## src/rtl/wb_cmd_master.sv

```systemverilog
// wb_cmd_master: bridges a valid/ready command/response channel onto a
// Wishbone B4 pipelined master port, one transaction at a time, with an
// issue-to-ack timeout that aborts a transaction and reports an error.
module wb_cmd_master #(
  parameter logic [31:0] TIMEOUT = 32'd1024
) (
  input  logic        clk,
  input  logic        rst,
  // command channel
  input  logic        cmd_valid,
  output logic        cmd_ready,
  input  logic        cmd_we,
  input  logic [31:0] cmd_addr,
  input  logic [31:0] cmd_data,
  // response channel
  output logic        rsp_valid,
  input  logic        rsp_ready,
  output logic [31:0] rsp_data,
  output logic        rsp_err,
  // Wishbone master
  output logic [31:0] wb_addr,
  output logic [31:0] wb_data_w,
  output logic        wb_we,
  output logic        wb_stb,
  output logic        wb_cyc,
  input  logic [31:0] wb_data_r,
  input  logic        wb_ack,
  input  logic        wb_stall
);

  typedef enum logic [1:0] {
    IDLE = 2'd0,
    REQ  = 2'd1,
    WAIT = 2'd2,
    RESP = 2'd3
  } state_t;

  state_t      state_r;
  logic [31:0] tmo_cnt_r;
  logic        tmo_hit_s;

  // The counter is zero on the first REQ cycle, so reaching TIMEOUT-1
  // means TIMEOUT cycles have been spent with wb_cyc high.
  assign tmo_hit_s = (tmo_cnt_r == (TIMEOUT - 32'd1));

  // Transaction FSM; every output is a register updated alongside the state
  // so the ports never glitch and cmd_ready/wb_cyc/rsp_valid are exclusive.
  always_ff @(posedge clk) begin
    if (rst) begin
      state_r   <= IDLE;
      tmo_cnt_r <= 32'd0;
      cmd_ready <= 1'b0;
      rsp_valid <= 1'b0;
      rsp_data  <= 32'd0;
      rsp_err   <= 1'b0;
      wb_addr   <= 32'd0;
      wb_data_w <= 32'd0;
      wb_we     <= 1'b0;
      wb_stb    <= 1'b0;
      wb_cyc    <= 1'b0;
    end else begin
      case (state_r)
        IDLE: begin
          // cmd_ready is only ever high in IDLE, so it doubles as the
          // acceptance qualifier; right after reset it comes up one cycle late.
          if (cmd_valid && cmd_ready) begin
            wb_addr   <= cmd_addr;
            wb_data_w <= cmd_data;
            wb_we     <= cmd_we;
            wb_cyc    <= 1'b1;
            wb_stb    <= 1'b1;
            tmo_cnt_r <= 32'd0;
            cmd_ready <= 1'b0;
            state_r   <= REQ;
          end else begin
            cmd_ready <= 1'b1;
            state_r   <= IDLE;
          end
        end

        REQ: begin
          // Acks are not meaningful before the strobe is taken, so only the
          // timeout and the stall input steer this state.
          if (tmo_hit_s) begin
            wb_cyc    <= 1'b0;
            wb_stb    <= 1'b0;
            rsp_valid <= 1'b1;
            rsp_err   <= 1'b1;
            rsp_data  <= 32'd0;
            state_r   <= RESP;
          end else if (!wb_stall) begin
            tmo_cnt_r <= tmo_cnt_r + 32'd1;
            wb_stb    <= 1'b0;
            state_r   <= WAIT;
          end else begin
            tmo_cnt_r <= tmo_cnt_r + 32'd1;
            state_r   <= REQ;
          end
        end

        WAIT: begin
          // An ack arriving on the expiry cycle still wins over the timeout.
          if (wb_ack) begin
            wb_cyc    <= 1'b0;
            rsp_valid <= 1'b1;
            rsp_err   <= 1'b0;
            rsp_data  <= wb_we ? 32'd0 : wb_data_r;
            state_r   <= RESP;
          end else if (tmo_hit_s) begin
            wb_cyc    <= 1'b0;
            rsp_valid <= 1'b1;
            rsp_err   <= 1'b1;
            rsp_data  <= 32'd0;
            state_r   <= RESP;
          end else begin
            tmo_cnt_r <= tmo_cnt_r + 32'd1;
            state_r   <= WAIT;
          end
        end

        RESP: begin
          // Response fields hold until consumed; the next command can be
          // accepted one cycle after the handshake at the earliest.
          if (rsp_ready) begin
            rsp_valid <= 1'b0;
            cmd_ready <= 1'b1;
            state_r   <= IDLE;
          end else begin
            state_r   <= RESP;
          end
        end

        default: begin
          state_r   <= IDLE;
          cmd_ready <= 1'b0;
          rsp_valid <= 1'b0;
          wb_cyc    <= 1'b0;
          wb_stb    <= 1'b0;
        end
      endcase
    end
  end

endmodule

```

## config.mk

```make
export PLATFORM = sky130hd
export DESIGN_NAME = wb_cmd_master
export DESIGN_NICKNAME = d
export VERILOG_FILES = /design/src/rtl/wb_cmd_master.sv
export SDC_FILE = /design/constraint.sdc
export NUM_CORES = 1
export LEC_CHECK = 0
export CAP_MARGIN = 15
export CORE_MARGIN = 3
export CORE_UTILIZATION = 60
export CTS_BUF_LIST = sky130_fd_sc_hd__clkbuf_4 sky130_fd_sc_hd__clkbuf_8
export DETAILED_ROUTE_END_ITERATION = 12
export DONT_BUFFER_PORTS = 1
export PLACE_DENSITY_LB_ADDON = 0.05
export SYNTH_ARGS = -nofsm -noshare
export SYNTH_HDL_FRONTEND = slang
export SYNTH_SLANG_ARGS = --single-unit
```

## constraint.sdc

```tcl
create_clock -name clk -period 2.9 [get_ports clk]
set_input_delay 0.725 -clock clk [delete_from_list [all_inputs] [get_ports clk]]
set_output_delay 0.725 -clock clk [all_outputs]
set_load 0.1 [all_outputs]
```

==> flow_metrics.env, run 1 <==
export IMPL_status="finished, final reports clean"
export IMPL_clk_latency_ps=420
export IMPL_grt_usage=0.257
export IMPL_maxSlewHeadroom=0.342
export IMPL_multi_input_area_um2=2580
export IMPL_syn_area_per_cell_um2=8.12
export IMPL_end_kind="register"
export IMPL_hold_viol_final=0
export IMPL_synthesis_instances=684
export IMPL_whs_ps=364
export IMPL_cts_tree="done"
export IMPL_tightest_slew_ps=986
export IMPL_synth_seq_cells=136
export IMPL_crit_fanout=21
export IMPL_leakagePower_nw=2.39
export IMPL_dieArea_um2=10400
export IMPL_grt_start_max_net_pins=75
export IMPL_antenna_found_initial=0
export IMPL_path_class="reg2reg"
export IMPL_synth_nets=792
export IMPL_seq_area_um2=2720
export IMPL_skew_ps=17.4
export IMPL_clk_pin_slew_ps=80
export IMPL_drc=0
export IMPL_initial_utilization=0.628
export IMPL_cts_hold_buf=0
export IMPL_die_height_um=102
export IMPL_finalCritPeriodShare=0.803
export IMPL_yosysWarnings=0
export IMPL_postRouteAntennaNets=0
export IMPL_cap_violations=0
export IMPL_worstPathRequired_ps=3240
export IMPL_start_kind="register"
export IMPL_synthTopCellsByArea="dfxtp_1 49%, a21oi_1 11%, nand2_1 9.7%, nor3b_1 4.3%, nor2_1 3.2%"
export IMPL_syn_area_um2=5550
export IMPL_fin_cells=849
export IMPL_grt_pass1_vias=4653
export IMPL_io_buffers=0
export IMPL_post_cts_resized=0
export IMPL_fin_crit_ps=2330
export IMPL_viasPerCell=5.81
export IMPL_wirelength_mm=13.9
export IMPL_nets=837
export IMPL_cts_buffers_inserted=17
export IMPL_dp_cells=818
export IMPL_place_worst_setup_slack_ps=592
export IMPL_post_cts_buffers=0
export IMPL_mostFrequentLayoutCell="nand2_1"
export IMPL_drtIter0Drc=231
export IMPL_finalWorstSetupSlack_ps=570
export IMPL_hp_class="in2reg"
export IMPL_htree_levels=4
export IMPL_area_delta_synth_final_pct=17.1
export IMPL_antenna_cells=0
export IMPL_gp_congestion=0.861
export IMPL_power_density_nw_per_um2=646
export IMPL_post_dp_hpwl_mm=9.55
export IMPL_synth_top_cell_area_share=0.490
export IMPL_layout_common_cells="143 x nand2_1, 135 x dfxtp_1, 122 x a21oi_1"
export IMPL_ys_types=43
export IMPL_die_x_um=102
export IMPL_vias=4935
export IMPL_rows=34
export IMPL_clock_sinks=136
export IMPL_ctsLongestPathBuffers=2
export IMPL_synth_edf_count=0
export IMPL_drv_slew=0
export IMPL_fmax_mhz=429
export IMPL_firstDrtPassIters=4
export IMPL_io_pins=205
export IMPL_synth_area_leader_cell="dfxtp_1"
export IMPL_wl_per_cell_um=16.3
export IMPL_gr_total_overflow=0
export IMPL_core_area_um2=8850
export IMPL_synth_main_ff_cell="dfxtp_1"
export IMPL_cp_data_arrival_time_ps=2670
export IMPL_rsz0062_at_grt="no"
export IMPL_drive_gt1_frac=0.162
export IMPL_finalSetupTns_ps=0
export IMPL_cts_root_buf="clkbuf_8"
export IMPL_rrSetupSlack_ps=570
export IMPL_setup_violations=0
export IMPL_ys_seq_area_frac=0.490
export IMPL_report_power_total_mw=4.20
export IMPL_grt_pass1_wl_mm=21.5
export IMPL_async_flop_share=0
export IMPL_vdd_drop_max_mv=0.498
export IMPL_fillers=723
==> cells by family after synthesis <==
kind of cell / Yosys count / share of synthesized area
simple gates: 312 / 0.276
fa+ha+maj: 5 / 0.0113
flops: 136 / 0.490
compound gates: 166 / 0.165
xor+xnor: 6 / 0.00946
buf+inv: 59 / 0.0484
==> flip-flops by register name, summed over array words and instances, names as in the netlist <==
name	cells
wb_cyc	1
state_r	2
wb_data_w	32
wb_we	1
tmo_cnt_r	32
cmd_ready	1
rsp_err	1
wb_stb	1
wb_addr	32
rsp_valid	1
rsp_data	32
==> path summary, 6_finish.rpt <==
path | from | to | cells after the start
setup / recovery | state_r[0] | tmo_cnt_r[22] | 7
hold reg to reg | tmo_cnt_r[4] | tmo_cnt_r[4] | 2
hold / removal | rst | wb_addr[19] | 1
setup reg to reg | state_r[0] | tmo_cnt_r[22] | 7
==> critical path, stage by stage (launching register included) <==
cell and delay [ps]:
dfxtp_1 360, inv_1 70, ha_1 480, o211a_1 450, o2111ai_1 170, buf_4 230, or3_1 350, a21oi_1 140
==> power breakdown <==
group / total (mW) / switching [mW] / internal, mW
logic: 0.378 / 0.298 / 0.0807
registers: 2.08 / 0.171 / 1.91
clock network: 1.74 / 0.774 / 0.962
total: 4.20 / 1.24 / 2.95
==> layer usage <==
metal,wire length (µm),track usage,vias to the layer above,part of all wire
li1,-,-,2463,-
met1,5400,0.299,2279,0.39
met2,7120,0.432,175,0.51
met3,1140,0.107,18,0.082
met4,210,0.0827,0,0.015
met5,0,0,-,0
==> cell usage after synthesis, drive strengths merged, types with 3 or more instances <==
| cell | n |
|---|---|
| and2 | 5 |
| a21oi | 122 |
| o21ai | 18 |
| nor3b | 32 |
| ha | 5 |
| a31oi | 3 |
| dfxtp | 136 |
| nor4 | 8 |
| and4 | 5 |
| inv | 7 |
| or4 | 9 |
| and3 | 6 |
| nor3 | 3 |
| buf | 16 |
| xnor2 | 6 |
| o31ai | 9 |
| nand3 | 16 |
| nand2 | 145 |
| nand4 | 14 |
| nor2 | 48 |
| clkbuf | 36 |
| or3 | 17 |
==> stage by stage <==
step	utilization	cell area, µm²
after detailed placement	0.684	6050
after global placement	0.684	6050
after floorplan	-	5550
after CTS	0.735	6500
after global routing	0.735	6500
final	0.735	6500
==> area by class of cell <==
class / count / area share
Multi-Input combinational cell: 489 / 0.397
Sequential cell: 136 / 0.419
Tap cell: 108 / 0.0208
Inverter: 7 / 0.00404
Timing Repair Buffer: 78 / 0.0901
Clock inverter: 14 / 0.0325
Clock buffer: 17 / 0.0360
Note: power is estimated with default switching activity, not from simulation.
==> run 2, diff against run 1 <==
--- a/config.mk
+++ b/config.mk
@@ -7,7 +7,7 @@
 export LEC_CHECK = 0
 export CAP_MARGIN = 15
 export CORE_MARGIN = 3
-export CORE_UTILIZATION = 60
+export CORE_UTILIZATION = 59
 export CTS_BUF_LIST = sky130_fd_sc_hd__clkbuf_4 sky130_fd_sc_hd__clkbuf_8
 export DETAILED_ROUTE_END_ITERATION = 12
 export DONT_BUFFER_PORTS = 1
==> constraint.sdc (replaced) <==
create_clock -name clk -period 1.9 [get_ports clk]
set_input_delay 0.475 -clock clk [delete_from_list [all_inputs] [get_ports clk]]
set_output_delay 0.475 -clock clk [all_outputs]
set_load 0.1 [all_outputs]
==> run 2 against run 1 <==
Compared with the run above: the run now ends with negative setup slack left; clock power grew 56%; sequential cell count unchanged; critical path depth did not move; core utilization is 8.5 points higher; final cell count grew 8.7%; sequential power is 42% higher; hold slack got worse by 260 ps; clock skew is 6.5 ps lower; combinational power is 140% higher; sequential share of layout area shrank 4.6 points; via count up 9.4%; die area is 1.6% higher; largest cell class unchanged; largest power group unchanged; highest routed layer unchanged.
==> flow_metrics.env, run 2 (same netlist as run 1, synthesis figures left out) <==
export IMPL_status="finished with violations"
export IMPL_violations="negative setup slack"
export IMPL_leakagePower_nw=2.86
export IMPL_initial_utilization=0.622
export IMPL_hp_start="rst"
export IMPL_start_kind="register"
export IMPL_finalWorstSetupSlack_ps=-198
export IMPL_rrSetupSlack_ps=-200
export IMPL_io_pins=205
export IMPL_wirelength_mm=15.8
export IMPL_nets=910
export IMPL_die_x_um=103
export IMPL_pwr_share_seq=0.449
export IMPL_wl_met1_mm=5.82
export IMPL_clk_pin_slew_ps=80
export IMPL_p_comb_frac=0.138
export IMPL_p_clk_frac=0.413
export IMPL_whs_ps=108
export IMPL_vias=5400
export IMPL_fillers=545
export IMPL_skew_ps=11.0
export IMPL_vdd_drop_max_mv=0.592
export IMPL_viasPerCell=5.85
export IMPL_maxSlewHeadroom=0.622
export IMPL_gp_congestion=0.891
export IMPL_gr_total_overflow=0
export IMPL_postRouteAntennaNets=0
export IMPL_finalCritPeriodShare=1.10
export IMPL_drv_slew=0
export IMPL_fin_cells=923
export IMPL_setup_violations=13
export IMPL_cap_violations=0
export IMPL_crit_chain="inv_2 -> ha_4 -> buf_4 -> and3_2 -> a2111oi_1 -> o21ai_0 -> and3_1"
export IMPL_r2r_start="state_r[0]"
export IMPL_slowest_stage="a2111oi_1"
export IMPL_finalSetupTns_ps=-334
export IMPL_route_met3_wl_mm=1.42
export IMPL_cp_data_arrival_time_ps=2410
export IMPL_p_int_mw=4.67
export IMPL_antenna_cells=0
export IMPL_grt_pass1_vias=4852
export IMPL_cts_buffers_inserted=17
export IMPL_crit_fanout=8
export IMPL_maxUsedRoutingLayer="met4"
export IMPL_fin_crit_ps=2100
export IMPL_wl_met2_mm=8.25
export IMPL_drc=0
export IMPL_ctsLongestPathBuffers=2
export IMPL_p_sw_frac=0.289
export IMPL_worstPathRequired_ps=2220
export IMPL_rows=34
export IMPL_reg2reg_depth=7
export IMPL_dp_cells=882
export IMPL_min_delay_path_depth=1
export IMPL_hold_viol_final=0
export IMPL_cts_root_buf="clkbuf_8"
export IMPL_grt_usage=0.272
export IMPL_grt_pass1_wl_mm=22.9
export IMPL_die_height_um=103
export IMPL_core_area_um2=8930
export IMPL_firstDrtPassIters=6
export IMPL_drive_gt1_frac=0.277
export IMPL_max_stage_delay_ps=560
export IMPL_drtIter0Drc=368
export IMPL_layout_common_cells="142 x nand2_1, 139 x buf_4, 129 x dfxtp_1"
export IMPL_area_delta_synth_final_pct=31.9
export IMPL_fmax_mhz=477
export IMPL_power_density_nw_per_um2=897
export IMPL_dieArea_um2=10600
export IMPL_rsz0062_at_grt="yes"
export IMPL_hp_class="in2reg"
export IMPL_cts_hold_buf=0
export IMPL_finalCoreUtilization=0.820
export IMPL_mostFrequentLayoutCell="nand2_1"
export IMPL_power_net_switching_mw=1.90
export IMPL_antenna_found_initial=0
export IMPL_wl_per_cell_um=17.1
export IMPL_htree_levels=4
export IMPL_tightest_slew_ps=565
export IMPL_post_dp_hpwl_mm=10.2
export IMPL_min_to="wb_data_w[31]"
export IMPL_cts_tree="done"
export IMPL_clk_latency_ps=430
export IMPL_grt_start_max_net_pins=75
export IMPL_clock_sinks=136
export IMPL_path_class="reg2reg"
export IMPL_r2r_end="state_r[0]"
export IMPL_end_kind="register"
export IMPL_io_buffers=0
[run 2: repair_timing]
item,in CTS,in global routing
gates resized for setup,9,30
buffers inserted,1,4
setup endpoints to repair,21,64
cloned,0,4
pin swaps,3,6
hold endpoints to repair,0,0
[run 2: worst max-delay path: cells and delay by family, from the launching register on]
family / cells / cell delay, ps
compound gates: 2 / 780
fa+ha+maj: 1 / 160
buf+inv: 2 / 220
flops: 1 / 360
simple gates: 2 / 460
[run 2: cell type report]
class / count / area (µm²) / area share
tap: 108 / 135 / 0.0185
multi-input combinational: 489 / 2720 / 0.371
clock buffer: 20 / 275 / 0.0376
timing repair buffer: 151 / 1250 / 0.170
sequential: 136 / 2730 / 0.373
clock inverter: 12 / 185 / 0.0253
inverter: 7 / 26.3 / 0.00359
[run 2: power by group through the flow]
stage / Sequential (mW) / Clock [mW] / Combinational [mW]
final: 2.95 / 2.72 / 0.906
after global placement: 3.01 / 0 / 0.874
after floorplan: 3.52 / 0 / 0.210
after global routing: 2.96 / 2.87 / 0.937
after detailed placement: 3.01 / 0 / 0.886
after CTS: 2.95 / 2.74 / 0.895
[run 2: metal layers]
layer / vias to the layer above / global-route usage
met5: - / 0
met4: 0 / 0.0876
met3: 28 / 0.0995
met2: 248 / 0.476
met1: 2526 / 0.309
li1: 2598 / -
[run 2: worst max-delay path by stage]
stage                        from       endpoint  slack [ps]
CTS                 tmo_cnt_r[31]   tmo_cnt_r[5]           8
global placement    tmo_cnt_r[23]         wb_stb          30
detailed placement     state_r[0]  tmo_cnt_r[17]         -70
finish                 state_r[0]     state_r[0]        -200
global route           state_r[0]     state_r[0]        -270
floorplan              state_r[0]  tmo_cnt_r[22]          -2
[run 2: through the flow]
step / worst slack (ps) / cell area [µm²] / total power, mW
after floorplan: -1.95 / 5580 / 3.73
after CTS: 7.85 / 7150 / 6.58
after global routing: -268 / 7320 / 6.76
final: -198 / 7320 / 6.57
after detailed placement: -69.0 / 6640 / 3.90
after global placement: 31.6 / 6640 / 3.89
==> run 3, diff against run 2 <==
--- a/config.mk
+++ b/config.mk
@@ -12,6 +12,7 @@
 export DETAILED_ROUTE_END_ITERATION = 12
 export DONT_BUFFER_PORTS = 1
 export PLACE_DENSITY_LB_ADDON = 0.05
+export RECOVER_POWER = 100
 export SYNTH_ARGS = -nofsm -noshare
 export SYNTH_HDL_FRONTEND = slang
 export SYNTH_SLANG_ARGS = --single-unit
==> constraint.sdc (replaced) <==
create_clock -name clk -period 1.75 [get_ports clk]
set_input_delay 0.4375 -clock clk [delete_from_list [all_inputs] [get_ports clk]]
set_output_delay 0.4375 -clock clk [all_outputs]
set_load 0.1 [all_outputs]
==> run 3 against run 2 <==
Compared with the run above: critical path depth unchanged; largest cell class is now multi-input combinational cells; the flow still finishes with violations (negative setup slack); hold slack got worse by 37 ps; sequential power increased by 8.1%; register-to-register slack improved by 40 ps; die area unchanged; global-route usage decreased by 0.70 points.
==> flow_metrics.env, run 3 (same netlist as run 1, synthesis figures left out) <==
export IMPL_cp_data_arrival_time_ps=2240
export IMPL_rsz0062_at_grt="yes"
export IMPL_cap_violations=0
export IMPL_violations="negative setup slack"
export IMPL_end_kind="register"
export IMPL_setup_violations=59
export IMPL_slowest_stage="dfxtp_2"
export IMPL_initial_utilization=0.622
export IMPL_place_worst_setup_slack_ps=-146
export IMPL_antenna_found_initial=0
export IMPL_worstPathRequired_ps=2080
export IMPL_io_pins=205
export IMPL_skew_ps=12.0
export IMPL_path_class="reg2reg"
export IMPL_antenna_cells=0
export IMPL_gr_total_overflow=0
export IMPL_post_dp_hpwl_mm=10.3
export IMPL_mostFrequentLayoutCell="nand2_1"
export IMPL_vdd_drop_max_mv=0.597
export IMPL_grt_start_max_net_pins=76
export IMPL_wl_per_cell_um=17.2
export IMPL_viasPerCell=5.89
export IMPL_crit_fanout=8
export IMPL_leakagePower_nw=2.95
export IMPL_wirelength_mm=16.2
export IMPL_cts_hold_buf=0
export IMPL_ctsLongestPathBuffers=2
export IMPL_clk_latency_ps=440
export IMPL_fin_cells=939
export IMPL_report_power_total_mw=7.01
export IMPL_cts_buffers_inserted=17
export IMPL_htree_levels=4
export IMPL_status="finished with violations"
export IMPL_cts_root_buf="clkbuf_8"
export IMPL_die_height_um=103
export IMPL_cts_tree="done"
export IMPL_grt_pass1_wl_mm=22.3
export IMPL_dieArea_um2=10600
export IMPL_grt_usage=0.265
export IMPL_reg2reg_depth=7
export IMPL_maxSlewHeadroom=0.636
export IMPL_clock_sinks=136
export IMPL_nets=927
export IMPL_hold_viol_final=0
export IMPL_firstDrtPassIters=5
export IMPL_fin_crit_ps=1910
export IMPL_postRouteAntennaNets=0
export IMPL_finalCritPeriodShare=1.09
export IMPL_drv_slew=0
export IMPL_tightest_slew_ps=546
export IMPL_drive_gt1_frac=0.313
export IMPL_area_delta_synth_final_pct=32.6
export IMPL_grt_pass1_vias=4753
export IMPL_power_density_nw_per_um2=952
export IMPL_max_stage_delay_ps=330
export IMPL_drc=0
export IMPL_min_delay_path_depth=1
export IMPL_io_buffers=0
export IMPL_vias=5530
export IMPL_crit_chain="nor4_2 -> nand4_1 -> buf_6 -> nor4_4 -> buf_4 -> a21o_4 -> nor2_1"
export IMPL_clk_pin_slew_ps=80
export IMPL_finalWorstSetupSlack_ps=-159
export IMPL_dp_cells=898
export IMPL_rows=34
export IMPL_drtIter0Drc=279
export IMPL_core_area_um2=8930
export IMPL_start_kind="register"
export IMPL_die_x_um=103
export IMPL_gp_congestion=0.896
export IMPL_fmax_mhz=524
export IMPL_layout_common_cells="143 x nand2_1, 130 x dfxtp_1, 120 x a21oi_1"
export IMPL_hp_class="in2reg"
-- run 3: cell count changes in the layout (fill, tap and decap cells not counted), sizes merged --
cell and change:
clkbuf +13, a21o +3, clkinv +3, inv -3, buf -1, clkinvlp +1
-- run 3: layout make-up --
cell class	count	area, µm²
clock buffers	18	241
clock inverters	13	196
fillers	595	1570
inverters	7	26.3
multi-input cells	492	2930
flip-flops and latches	136	2730
well taps	108	135
repair buffers	165	1110
-- run 3: worst max-delay path, delay by kind of cell (launching register included) --
| family | cells | cell delay, ps |
|---|---|---|
| AOI/OAI and AO/OA | 1 | 220 |
| buffers and inverters | 2 | 390 |
| and+or+nand+nor | 4 | 850 |
| DFF | 1 | 330 |
-- run 3: report_power, final --
part           internal [mW]  switching, mW
combinational          0.177          0.786
sequential              3.17         0.0247
clock                   1.58           1.27
-- run 3: path summary, 6_finish.rpt --
kind | to | slack, ps | start
hold / removal | wb_data_w[0] | 70 | rst
setup / recovery | rsp_data[27] | -160 | tmo_cnt_r[22]
setup reg to reg | rsp_data[27] | -160 | tmo_cnt_r[22]
hold reg to reg | wb_addr[21] | 450 | wb_addr[21]
-- run 3: repair_timing --
| item | in CTS | in global routing |
|---|---|---|
| endpoints found under the setup margin | 67 | 67 |
| gates resized for setup | 14 | 53 |
| cloned | 1 | 4 |
| setup buffers | 3 | 2 |
| pin swaps | 11 | 45 |
-- run 3: routing by layer --
| metal | vias up | part of all wire | routed length, µm | global-route usage |
|---|---|---|---|---|
| met4 | 0 | 0.025 | 402 | 0.119 |
| li1 | 2657 | - | - | - |
| met3 | 43 | 0.075 | 1220 | 0.0690 |
| met2 | 229 | 0.51 | 8240 | 0.448 |
| met5 | - | 0 | 0 | 0 |
| met1 | 2601 | 0.39 | 6330 | 0.317 |
-- run 3: metrics by stage --
step	cell area [µm²]	TNS [ps]	util	hold slack, ps
after floorplan	5630	-1510	-	454
after global placement	6790	-6280	0.760	439
after detailed placement	6790	-6260	0.760	442
after CTS	7310	-3620	0.819	46.7
after global routing	7370	-13610	0.825	45.7
final	7370	-6650	0.825	71.6
